### src/rtl/rv_decode_queue.sv
// RV32 decode stage: splits raw instruction words into fields/immediate, classifies legality and traps, queues results.
// Latency: an instruction accepted in cycle N is presented at the head in cycle N+1 when the queue was empty.
// Backpressure: in_ready = (count < BUF_DEPTH); out_* hold while out_valid & !out_ready; flush empties the queue.
//
// Ports:
//   clk, rst_n (sync, active-low), flush
//   in_valid/in_ready/in_instr/in_pc      fetch-side handshake
//   out_valid/out_ready + out_* fields     execute-side handshake, driven from the queue head register
module rv_decode_queue #(
    parameter int XLEN      = 32,
    parameter int BUF_DEPTH = 2,
    parameter bit EN_M      = 1'b1,
    parameter bit EN_ZICSR  = 1'b1
) (
    input  logic            clk,
    input  logic            rst_n,
    input  logic            flush,
    input  logic            in_valid,
    output logic            in_ready,
    input  logic [31:0]     in_instr,
    input  logic [XLEN-1:0] in_pc,
    output logic            out_valid,
    input  logic            out_ready,
    output logic [XLEN-1:0] out_pc,
    output logic [6:0]      out_opcode,
    output logic [4:0]      out_rd,
    output logic [4:0]      out_rs1,
    output logic [4:0]      out_rs2,
    output logic [2:0]      out_funct3,
    output logic [6:0]      out_funct7,
    output logic [XLEN-1:0] out_imm,
    output logic [2:0]      out_type,
    output logic            out_illegal,
    output logic            out_exc,
    output logic [3:0]      out_cause
);

    localparam int PW = (BUF_DEPTH > 1) ? $clog2(BUF_DEPTH) : 1;
    localparam int CW = $clog2(BUF_DEPTH + 1);

    localparam logic [2:0] T_R    = 3'd0;
    localparam logic [2:0] T_I    = 3'd1;
    localparam logic [2:0] T_S    = 3'd2;
    localparam logic [2:0] T_B    = 3'd3;
    localparam logic [2:0] T_U    = 3'd4;
    localparam logic [2:0] T_J    = 3'd5;
    localparam logic [2:0] T_NONE = 3'd7;

    localparam logic [6:0] OPC_LOAD   = 7'b0000011;
    localparam logic [6:0] OPC_MISC   = 7'b0001111;
    localparam logic [6:0] OPC_OPIMM  = 7'b0010011;
    localparam logic [6:0] OPC_AUIPC  = 7'b0010111;
    localparam logic [6:0] OPC_STORE  = 7'b0100011;
    localparam logic [6:0] OPC_OP     = 7'b0110011;
    localparam logic [6:0] OPC_LUI    = 7'b0110111;
    localparam logic [6:0] OPC_BRANCH = 7'b1100011;
    localparam logic [6:0] OPC_JALR   = 7'b1100111;
    localparam logic [6:0] OPC_JAL    = 7'b1101111;
    localparam logic [6:0] OPC_SYSTEM = 7'b1110011;

    typedef struct packed {
        logic [XLEN-1:0] pc;
        logic [6:0]      opcode;
        logic [4:0]      rd;
        logic [4:0]      rs1;
        logic [4:0]      rs2;
        logic [2:0]      funct3;
        logic [6:0]      funct7;
        logic [XLEN-1:0] imm;
        logic [2:0]      typ;
        logic            illegal;
        logic            exc;
        logic [3:0]      cause;
    } entry_t;

    // ---------------- decode (combinational on in_instr) ----------------
    entry_t             dec;
    logic [2:0]         typ;
    logic               legal;
    logic               is_ecall;
    logic               is_ebreak;
    logic signed [31:0] imm32;
    logic [2:0]         f3;
    logic [6:0]         f7;

    assign f3 = in_instr[14:12];
    assign f7 = in_instr[31:25];

    always_comb begin
        typ       = T_NONE;
        legal     = 1'b0;
        is_ecall  = 1'b0;
        is_ebreak = 1'b0;
        unique case (in_instr[6:0])
            OPC_LOAD: begin
                typ   = T_I;
                legal = (f3 inside {3'b000, 3'b001, 3'b010, 3'b100, 3'b101});
            end
            OPC_MISC: begin
                typ   = T_I;
                legal = (f3 inside {3'b000, 3'b001});
            end
            OPC_OPIMM: begin
                typ = T_I;
                // shift-immediates reuse the upper bits as a funct7 qualifier
                if (f3 == 3'b001)      legal = (f7 == 7'b0000000);
                else if (f3 == 3'b101) legal = (f7 == 7'b0000000) || (f7 == 7'b0100000);
                else                   legal = 1'b1;
            end
            OPC_AUIPC, OPC_LUI: begin
                typ   = T_U;
                legal = 1'b1;
            end
            OPC_STORE: begin
                typ   = T_S;
                legal = (f3 inside {3'b000, 3'b001, 3'b010});
            end
            OPC_OP: begin
                typ = T_R;
                if (f7 == 7'b0000000)      legal = 1'b1;
                else if (f7 == 7'b0100000) legal = (f3 == 3'b000) || (f3 == 3'b101);
                else if (f7 == 7'b0000001) legal = EN_M;
                else                       legal = 1'b0;
            end
            OPC_BRANCH: begin
                typ   = T_B;
                legal = !(f3 inside {3'b010, 3'b011});
            end
            OPC_JALR: begin
                typ   = T_I;
                legal = (f3 == 3'b000);
            end
            OPC_JAL: begin
                typ   = T_J;
                legal = 1'b1;
            end
            OPC_SYSTEM: begin
                typ = T_I;
                if (f3 == 3'b000) begin
                    // only the exact ecall/ebreak words are valid privileged encodings
                    is_ecall  = (in_instr == 32'h0000_0073);
                    is_ebreak = (in_instr == 32'h0010_0073);
                    legal     = is_ecall || is_ebreak;
                end else if (f3 == 3'b100) begin
                    legal = 1'b0;
                end else begin
                    legal = EN_ZICSR;
                end
            end
            default: begin
                // covers every word with instr[1:0] != 2'b11 as well
                typ   = T_NONE;
                legal = 1'b0;
            end
        endcase
    end

    always_comb begin
        unique case (typ)
            T_I:     imm32 = {{20{in_instr[31]}}, in_instr[31:20]};
            T_S:     imm32 = {{20{in_instr[31]}}, in_instr[31:25], in_instr[11:7]};
            T_B:     imm32 = {{19{in_instr[31]}}, in_instr[31], in_instr[7],
                              in_instr[30:25], in_instr[11:8], 1'b0};
            T_U:     imm32 = {in_instr[31:12], 12'b0};
            T_J:     imm32 = {{11{in_instr[31]}}, in_instr[31], in_instr[19:12],
                              in_instr[20], in_instr[30:21], 1'b0};
            default: imm32 = '0;
        endcase
    end

    always_comb begin
        dec         = '0;
        dec.pc      = in_pc;
        dec.opcode  = in_instr[6:0];
        if (!legal) begin
            // illegal words still expose the raw fields to help trap handling/debug
            dec.rd      = in_instr[11:7];
            dec.rs1     = in_instr[19:15];
            dec.rs2     = in_instr[24:20];
            dec.funct3  = f3;
            dec.funct7  = f7;
            dec.imm     = '0;
            dec.typ     = T_NONE;
            dec.illegal = 1'b1;
            dec.exc     = 1'b1;
            dec.cause   = 4'd2;
        end else begin
            dec.rd      = (typ inside {T_R, T_I, T_U, T_J}) ? in_instr[11:7]  : 5'd0;
            dec.rs1     = (typ inside {T_R, T_I, T_S, T_B}) ? in_instr[19:15] : 5'd0;
            dec.rs2     = (typ inside {T_R, T_S, T_B})      ? in_instr[24:20] : 5'd0;
            dec.funct3  = (typ inside {T_R, T_I, T_S, T_B}) ? f3              : 3'd0;
            dec.funct7  = (typ == T_R)                      ? f7              : 7'd0;
            dec.imm     = XLEN'(imm32);
            dec.typ     = typ;
            dec.illegal = 1'b0;
            dec.exc     = is_ecall || is_ebreak;
            dec.cause   = is_ecall ? 4'd11 : (is_ebreak ? 4'd3 : 4'd0);
        end
    end

    // ---------------- decoded-instruction queue ----------------
    entry_t        mem [BUF_DEPTH];
    logic [PW-1:0] wr_ptr;
    logic [PW-1:0] rd_ptr;
    logic [CW-1:0] count;
    logic          push;
    logic          pop;

    assign in_ready  = (count < CW'(BUF_DEPTH));
    assign out_valid = (count != '0);
    assign push      = in_valid && in_ready;
    assign pop       = out_valid && out_ready;

    function automatic logic [PW-1:0] ptr_inc(input logic [PW-1:0] p);
        return (p == PW'(BUF_DEPTH - 1)) ? '0 : p + 1'b1;
    endfunction

    always_ff @(posedge clk) begin
        if (!rst_n) begin
            count  <= '0;
            wr_ptr <= '0;
            rd_ptr <= '0;
            // entries are cleared so the head-driven outputs read 0 out of reset
            for (int i = 0; i < BUF_DEPTH; i++) mem[i] <= '0;
        end else if (flush) begin
            count  <= '0;
            wr_ptr <= '0;
            rd_ptr <= '0;
        end else begin
            if (push) begin
                mem[wr_ptr] <= dec;
                wr_ptr      <= ptr_inc(wr_ptr);
            end
            if (pop) rd_ptr <= ptr_inc(rd_ptr);
            if (push && !pop)      count <= count + 1'b1;
            else if (pop && !push) count <= count - 1'b1;
        end
    end

    // outputs come straight from the head register, never from in_instr
    entry_t head;
    assign head = mem[rd_ptr];

    assign out_pc      = head.pc;
    assign out_opcode  = head.opcode;
    assign out_rd      = head.rd;
    assign out_rs1     = head.rs1;
    assign out_rs2     = head.rs2;
    assign out_funct3  = head.funct3;
    assign out_funct7  = head.funct7;
    assign out_imm     = head.imm;
    assign out_type    = head.typ;
    assign out_illegal = head.illegal;
    assign out_exc     = head.exc;
    assign out_cause   = head.cause;

endmodule

### config.mk
export PLATFORM = sky130hd
export DESIGN_NAME = rv_decode_queue
export DESIGN_NICKNAME = d
export VERILOG_FILES = /design/src/rtl/rv_decode_queue.sv
export SDC_FILE = /design/constraint.sdc
export NUM_CORES = 1
export LEC_CHECK = 0
export BUFFER_PORTS_ARGS = -buffer_cell sky130_fd_sc_hd__buf_2
export CELL_PAD_IN_SITES_DETAIL_PLACEMENT = 0
export CELL_PAD_IN_SITES_GLOBAL_PLACEMENT = 1
export CORE_MARGIN = 4
export CORE_UTILIZATION = 35
export DETAILED_ROUTE_END_ITERATION = 12
export MAX_ROUTING_LAYER = met4
export PLACE_DENSITY = 0.6
export RECOVER_POWER = 100
export SKIP_CTS_REPAIR_TIMING = 1
export SLEW_MARGIN = 20
export SYNTH_ARGS = -nofsm -noshare
export SYNTH_HDL_FRONTEND = slang
export SYNTH_SLANG_ARGS = --single-unit
### constraint.sdc
create_clock -name clk -period 6 [get_ports clk]
set_clock_uncertainty 0.1 [all_clocks]
set_input_delay 1.2 -clock clk [delete_from_list [all_inputs] [get_ports clk]]
set_output_delay 1.2 -clock clk [all_outputs]
set_load 0.05 [all_outputs]
Yosys cells after proc, flatten, opt, wreduce, memory -nomap -nowiden. Memory sizes are Yosys's and may differ from the RTL's. A register that Yosys moved wholly into a read port is not among the register bits. Index checks and enable logic that the tools add are counted.

ROM bits: 0. Register bits after elaboration: 4. Output and inout bits: 107. Bits in latches: 0. Memories kept: 1. Bits in writable memories: 210.

Memories: mem (depth 2, width 105, read ports 1, clocked after memory_dff 1, wr ports 2, RTL line 202) `entry_t mem [BUF_DEPTH];`.

Shift operators: 0. Eq/ne operators: 25. Bitwise operators: 1. Multiplexer cells: 36. Order comparisons: 1. $add $sub $neg: 4. Div/mod/pow operators: 0. $mul: 0. Reductions and logical operators: 28.

Operators by type and width (number): one-hot mux 32 bit (5 select lines) (1); 2-to-1 mux 105 bit (1); OR reduction 105 bit (1); 2-to-1 mux 66 bit (1); equality test 32 x 21 -> 1 bit (second input constant) (1); equality test 32 x 7 -> 1 bit (second input constant) (1); equality test 7 x 6 -> 1 bit (second input constant) (4); equality test 7 bit (second input constant) (4); 2-to-1 mux 1 bit (22); one-hot mux 3 bit (6 select lines) (1); 2-to-1 mux 5 bit (3); equality test 7 x 5 -> 1 bit (second input constant) (2); equality test 3 x 2 -> 1 bit (second input constant) (4); equality test 3 bit (second input constant) (4); one-hot mux 1 bit (9 select lines) (1); nonzero test 2 bit (4); nonzero test 4 bit (2); equality test 7 x 1 -> 1 bit (second input constant) (1); equality test 7 x 2 -> 1 bit (second input constant) (1); equality test 7 x 4 -> 1 bit (second input constant) (1); logical NOT 7 bit (1); 2-to-1 mux 7 bit (1); equality test 3 x 1 -> 1 bit (second input constant) (2); logical NOT 3 bit (2); other kinds (16) (29).

Longest topological paths before layout. Gate-level depths: netlist of run 1.

Depth after elaboration: 8. Gate-level depth with buffers: 10. Gate-level depth less buffers: 7.

Worst setup path after synthesis of run 1. Ideal clock, no wire load.

Path type: in2reg. Start point: in flush. End point: mem mem[0][0] in the netlist's numbering (enable). Library setup time: 0.467 ns. Slack: 1.091 ns. Data arrival time: 4.342 ns. Data required time: 5.433 ns. Stages: 5. Buffers on the path: 2. Path through: nand2b_1 -> or3_1 -> clkbuf_1 -> clkbuf_1 -> nand2_1.

RTL lines: from (decl) (RTL line 17) `input logic flush,`; to (decl) (RTL line 202).

==> results of run 1 <==
[where the power goes]
group / switching, mW / total [mW] / leakage, nW / internal (mW)
sequential: 0.0193 / 1.73 / 2.20 / 1.71
combinational: 0.356 / 0.469 / 1.74 / 0.113
clock: 0.578 / 1.42 / 0.366 / 0.847
total: 0.953 / 3.62 / 4.31 / 2.67
[worst min path at each step]
| stage | start | end | slack, ps | depth (start not counted) |
|---|---|---|---|---|
| floorplan | count[1]$_SDFFE_PP0P_ | count[1]$_SDFFE_PP0P_ | 370 | 2 |
| global placement | rd_ptr$_SDFFE_PP0P_ | flip-flop | 390 | 2 |
| detailed placement | rd_ptr$_SDFFE_PP0P_ | flip-flop | 400 | 2 |
| CTS | count[1]$_SDFFE_PP0P_ | count[1]$_SDFFE_PP0P_ | 410 | 2 |
| global route | rd_ptr$_SDFFE_PP0P_ | flip-flop | 430 | 2 |
| finish | count[1]$_SDFFE_PP0P_ | count[1]$_SDFFE_PP0P_ | 400 | 2 |
[worst reg2reg max path, delay by kind of cell (launching register included)]
family	cells	cell delay, ps
flip-flops	1	350
AND/OR/NAND/NOR	3	1410
buffers and inverters	4	1650
[logic make-up after synthesis]
logic type	count (synthesis)	synth area share [%]
muxes	104	11.76
xor gates and xnor gates	6	0.5275
buffers and inverters	55	2.738
adders and majority gates	1	0.1256
other	1	0.03764
DFF	213	63.70
AOI/OAI and AO/OA	66	4.308
and+or+nand+nor	320	16.80
[area by class of cell]
type,count,area (um2)
fill,2734,16190
sequential,213,6346
multi-input combinational,498,3296
timing repair buffer,183,845.8
clock buffer,31,648.1
tap,378,473.0
clock inverter,12,113.9
inverter,3,11.26
antenna,4,10.01
[per-layer routing]
metal / vias to the layer above / GRT usage [%]
met1: 3098 / 21.73
met5: - / -
met2: 196 / 26.46
met3: 31 / 3.824
met4: 0 / 3.772
li1: 3084 / -
[registers in the layout, indices dropped and copies added (netlist names), named ones only]
signal	count
count	2
rd_ptr	1
wr_ptr	1
mem	208
[placed cells by master, fill, tap and decap left out, drive strengths merged, types with 3 or more instances in the layout]
cell type	n
clkinv	7
nor3	7
nand3b	3
nor2b	4
nand2	50
clkbuf	96
and2	96
or2	3
nor2	113
inv	4
a21oi	35
nor4	17
or3	3
o21a	3
nand2b	5
edfxtp	208
o21ai	6
mux2	104
buf	118
xor2	4
dfxtp	5
diode	4
nand3	4
a22oi	4
or4	3
and3	4
[metrics by stage]
stage	util (%)	cells	cell area [um2]	hold slack, ps	total power [mW]
2_1_floorplan	-	766	9962	366.4	2.112
4_1_cts	42.64	1318	11910	414.7	3.688
6_report	42.04	1322	11740	401.1	3.624
3_5_place_dp	39.91	1275	11150	398.4	2.247
5_1_grt	42.04	1322	11740	432.4	3.768
3_3_place_gp	39.91	1275	11150	386.1	2.246
==> results_dict.tcl, run 1 <==
set metrics [dict create \
    dp_hpwl_um 16550 \
    routed.top_layer "met4" \
    synth_edf_count 208 \
    ys_seq_area_share_pct 63.70 \
    path_buf_inv 2 \
    gp_congestion 0.8054 \
    cts_root_buffer "clkbuf_16" \
    peakVddDrop_uv 177.4 \
    status "finished, violations left" \
    track_usage_pct 16.56 \
    worstReg2RegStart "count[1]$_SDFFE_PP0P_" \
    grt_pass1_vias 6554 \
    path_cells "buf_4 -> mux2_1 -> buf_2" \
    vias 6409 \
    drt-met1-wl_um 11440 \
    synth_nets 836 \
    setup_viol 0 \
    critPathMaxFanout 42 \
    wl_um 25610 \
    rsz0062_at_grt "false" \
    layout_setup_ws_ps 1307 \
    cpMaxStageDelayCell "dfxtp_1" \
    p_per_area_nw_per_um2 308.6 \
    cp.depth 3 \
    drive_above_1_share_pct 26.81 \
    min_period_over_period_pct 78.21 \
    grt_pass1_wl_um 39120 \
    syn_to_final_growth_pct 17.89 \
    htreeDepth 1 \
    synthMostInstantiatedCell "edfxtp_1" \
    crit_arrival_ps 3390 \
    clockBufferDepth 3 \
    die_area_um2 31230 \
    max_freq_ghz 0.2131 \
    crit_family "flip-flops" \
    drcViolationCount 0 \
    antenna_left 0 \
    synth.distinct_cells 56 \
    cts_buffers 25 \
    endpoint "out_type[2]" \
    die_x_um 176.7 \
    hold_path.class "flip-flop to flip-flop" \
    coreArea_um2 27930 \
    clock_latency_ps 510 \
    nets 994 \
    synth_top_area_share_pct 62.70 \
    synth_ff_type "edfxtp_1" \
    cts_tree "done" \
    cts_sinks 213 \
    drt_pass1_iterations 5 \
    die_h_um 176.7 \
    reg2reg_to "mem[1][13]$_SDFFCE_PN0P_" \
    rows 61 \
    path_clk_slew_ps 60 \
    antenna_found_initial 4 \
    endpoint_kind "primary output" \
    hold_violations 0 \
    avgSynthCellArea_um2 13.01 \
    grt-ovfl-total 0 \
    maxCapViolations 4 \
    vias_per_cell 4.848 \
    yosysWarningCount 0 \
    initial_core_util_pct 35.66 \
    drt_iter0_markers 353 \
    synthArstFlopShare_pct 0 \
    tightest_slew_ps 2598 \
    wl_met3_um 1794 \
    syn_area_um2 9962 \
    grt_max_degree 57 \
    synth.area.top_cells "edfxtp_1, mux2_2, and2_1" \
    reg2reg_setup_slack_ps 2130 \
    finalMaxSlewViolations 184 \
    p_leak_nw 4.307 \
    fin_crit_ps 4693 \
    start_kind "flip-flop" \
    synth.top_cells.by_count "edfxtp_1, nor2_1, mux2_2" \
    maxSlewHeadroom_pct -73.21 \
    critPathRequiredTime_ps 4700 \
    totalNegativeSetupSlack_ps 0 \
    failed_checks "capacitance limit, slew limit" \
    io_buffer_count 174 \
    critPathKind "flip-flop to primary output" \
    wl_per_cell_um 19.37 \
    slowest_delay_ps 1480 \
    yosysTopAreaCell "edfxtp_1" \
    synthCells 766 \
    route.met2.wl_um 11980 \
    ioPinCount 176 \
    dp_slack_ps 1411 \
    rr_worst_depth 7 \
    synth.ff_latch_count 213 \
]
(Power assumes the default switching activity.)
==> inputs of run 2 (changes only) <==
--- a/config.mk
+++ b/config.mk
@@ -5,6 +5,7 @@
 export SDC_FILE = /design/constraint.sdc
 export NUM_CORES = 1
 export LEC_CHECK = 0
+export ABC_AREA = 1
 export BUFFER_PORTS_ARGS = -buffer_cell sky130_fd_sc_hd__buf_2
 export CELL_PAD_IN_SITES_DETAIL_PLACEMENT = 0
 export CELL_PAD_IN_SITES_GLOBAL_PLACEMENT = 1
@@ -12,7 +13,7 @@
 export CORE_UTILIZATION = 35
 export DETAILED_ROUTE_END_ITERATION = 12
 export MAX_ROUTING_LAYER = met4
-export PLACE_DENSITY = 0.6
+export PLACE_DENSITY = 0.64
 export RECOVER_POWER = 100
 export SKIP_CTS_REPAIR_TIMING = 1
 export SLEW_MARGIN = 20
==> constraint.sdc (replaced) <==
create_clock -name clk -period 3.8 [get_ports clk]
set_clock_uncertainty 0.1 [all_clocks]
set_input_delay 0.76 -clock clk [delete_from_list [all_inputs] [get_ports clk]]
set_output_delay 0.76 -clock clk [all_outputs]
set_load 0.05 [all_outputs]
==> run 2 against run 1 <==
- the flow still finishes with violations (capacitance limit, slew limit)
- non-clock buffer count up 3
- cell area fell by 0.20%
- first-iteration DRC count rose by 40%
- combinational power is 54% higher
- critical path type unchanged
- register-to-register slack got worse by 1300 ps
- final cell count up 7.1%
- routed wire length shrank 1.8%
- global-route usage fell by 0.46 points
- total power up 53%
==> results_dict.tcl, run 2 <==
set metrics [dict create \
    critPathKind "flip-flop to primary output" \
    grt_pass1_vias 6631 \
    synthMostInstantiatedCell "nor2_1" \
    crit_arrival_ps 2490 \
    tightest_slew_ps 2301 \
    avgSynthCellArea_um2 11.59 \
    yosysTopAreaCell "edfxtp_1" \
    synth.ff_latch_count 213 \
    reg2reg_setup_slack_ps 830 \
    synth_edf_count 208 \
    hold_path.class "flip-flop to flip-flop" \
    worstReg2RegStart "count[1]$_SDFFE_PP0P_" \
    vias 6692 \
    largest_reg_flops 208 \
    fin_crit_ps 3352 \
    final_util_pct 42.19 \
    coreArea_um2 27780 \
    antenna_found_initial 2 \
    synth_ff_type "edfxtp_1" \
    dp_hpwl_um 16020 \
    maxCapViolations 2 \
    synth.distinct_cells 31 \
    synth_top_area_share_pct 63.34 \
    start_kind "flip-flop" \
    hp-start "rd_ptr$_SDFFE_PP0P_" \
    final_cell_mix "nor2_1, edfxtp_1, buf_2" \
    fin_area_um2 11720 \
    nets 1088 \
    power.switching_mw 1.479 \
    postPlaceCellArea_um2 11220 \
    drcViolationCount 0 \
    grt_max_degree 105 \
    wl_per_cell_um 17.75 \
    drive_above_1_share_pct 27.12 \
    antenna_left 0 \
    wl_met3_um 1524 \
    dp_slack_ps 703.4 \
    gp_congestion 0.7876 \
    peakVddDrop_uv 337.0 \
    max_freq_ghz 0.2983 \
    cts_root_buffer "clkbuf_16" \
    internal_power_mw 4.062 \
    status "finished, violations left" \
    drt_pass1_iterations 5 \
    synth.area.top_cells "edfxtp_1, mux2_2, nor2_1" \
    vias_per_cell 4.726 \
    synthArstFlopShare_pct 0 \
    grt_pass1_wl_um 38240 \
    die_area_um2 30920 \
    yosysWarningCount 0 \
    rows 61 \
    clock_latency_ps 500 \
    io_buffer_count 174 \
    setup_viol 0 \
    p_clk_share_pct 37.8 \
    totalNegativeSetupSlack_ps 0 \
    cts_buffers 24 \
    die_h_um 175.9 \
    initial_core_util_pct 35.49 \
    p_sw_share_pct 26.69 \
    rsz0062_at_grt "false" \
    htreeDepth 1 \
    top_regs "mem (208), count (2)" \
    critPathRequiredTime_ps 2940 \
    ioPinCount 176 \
    layout_commonest_cell "nor2_1" \
    synth_nets 921 \
    layout_setup_ws_ps 447.9 \
    die_x_um 175.9 \
    pwr-share-comb_pct 13.1 \
    endpoint_kind "primary output" \
    finalMaxSlewViolations 179 \
    failed_checks "capacitance limit, slew limit" \
    route.met2.wl_um 11430 \
    drt-met1-wl_um 11690 \
    pwr-share-seq_pct 49.1 \
    cts_sinks 213 \
    track_usage_pct 16.11 \
    critPathMaxFanout 34 \
    synthCells 851 \
    wl_um 25140 \
    grt-ovfl-total 0 \
    min_period_over_period_pct 88.21 \
    drt_iter0_markers 495 \
    cts_tree "done" \
    hold_violations 0 \
    p_per_area_nw_per_um2 472.8 \
    top_register "mem" \
    syn_to_final_growth_pct 18.86 \
    routed.top_layer "met4" \
    path_clk_slew_ps 60 \
    syn_area_um2 9861 \
    ys_seq_area_share_pct 64.36 \
    p_leak_nw 4.679 \
    timing.hold.ws_ps 361.5 \
    synth.top_cells.by_count "nor2_1, edfxtp_1, mux2_2" \
    clockBufferDepth 3 \
    maxSlewHeadroom_pct -53.39 \
]
run 2: cell types whose count changed after synthesis, moves of 8 or more:
cell / previous run / this run
nor3_2: 0 / 10
inv_1: 3 / 71
nor2_1: 113 / 215
nand3_1: 4 / 16
buf_2: 1 / 9
clkbuf_1: 39 / 24
nor3_1: 7 / 18
nor4_1: 9 / 0
and2_1: 95 / 0
o21ai_2: 0 / 10
nand2_1: 50 / 83
run 2: cell type report:
type	instances	area [um2]
flip-flops and latches	213	6350
diodes	2	5.005
repair buffers	186	912.1
well taps	378	473.0
clock buffers	32	651.9
multi-input cells	518	2992
clock inverters	12	55.05
fillers	2792	16060
inverters	75	281.5
run 2: through the flow:
stage	instances	total power [mW]
finish	1416	5.541
global route	1416	5.758
CTS	1414	5.641
detailed placement	1370	3.527
global placement	1370	3.524
floorplan	851	3.301
run 2: routing by layer:
| metal | up-vias | global-route usage [%] |
|---|---|---|
| met5 | - | - |
| met4 | 0 | 3.639 |
| met3 | 31 | 2.841 |
| met2 | 184 | 25.20 |
| met1 | 3243 | 22.17 |
| li1 | 3234 | - |
run 2: worst paths after layout:
kind / endpoint / depth (start not counted)
worst min-delay path: flip-flop / 2
worst max register to register: mem[1][52]$_SDFFCE_PN0P_ / 6
worst max-delay path: out_funct3[1] / 3
worst min register to register: flip-flop / 2
run 2: power groups by stage:
stage	clock network, mW	logic [mW]	registers, mW
2_1_floorplan	0	0.535	2.77
3_3_place_gp	0	0.757	2.77
3_5_place_dp	0	0.755	2.77
4_1_cts	2.16	0.758	2.72
5_1_grt	2.25	0.771	2.73
6_report	2.09	0.723	2.72
run 2: logic make-up after synthesis:
logic type	synth area share [%]
AOI/OAI and AO/OA	3.185
adders and majority gates	0.1269
buffers and inverters	4.999
DFF	64.36
muxes	11.88
other	0.03803
and+or+nand+nor	15.42
run 2: critical path, stage by stage (launching register included):
cell,delay (ps)
dfxtp_4,660
clkbuf_2,540
mux2_2,270
clkbuf_1,480
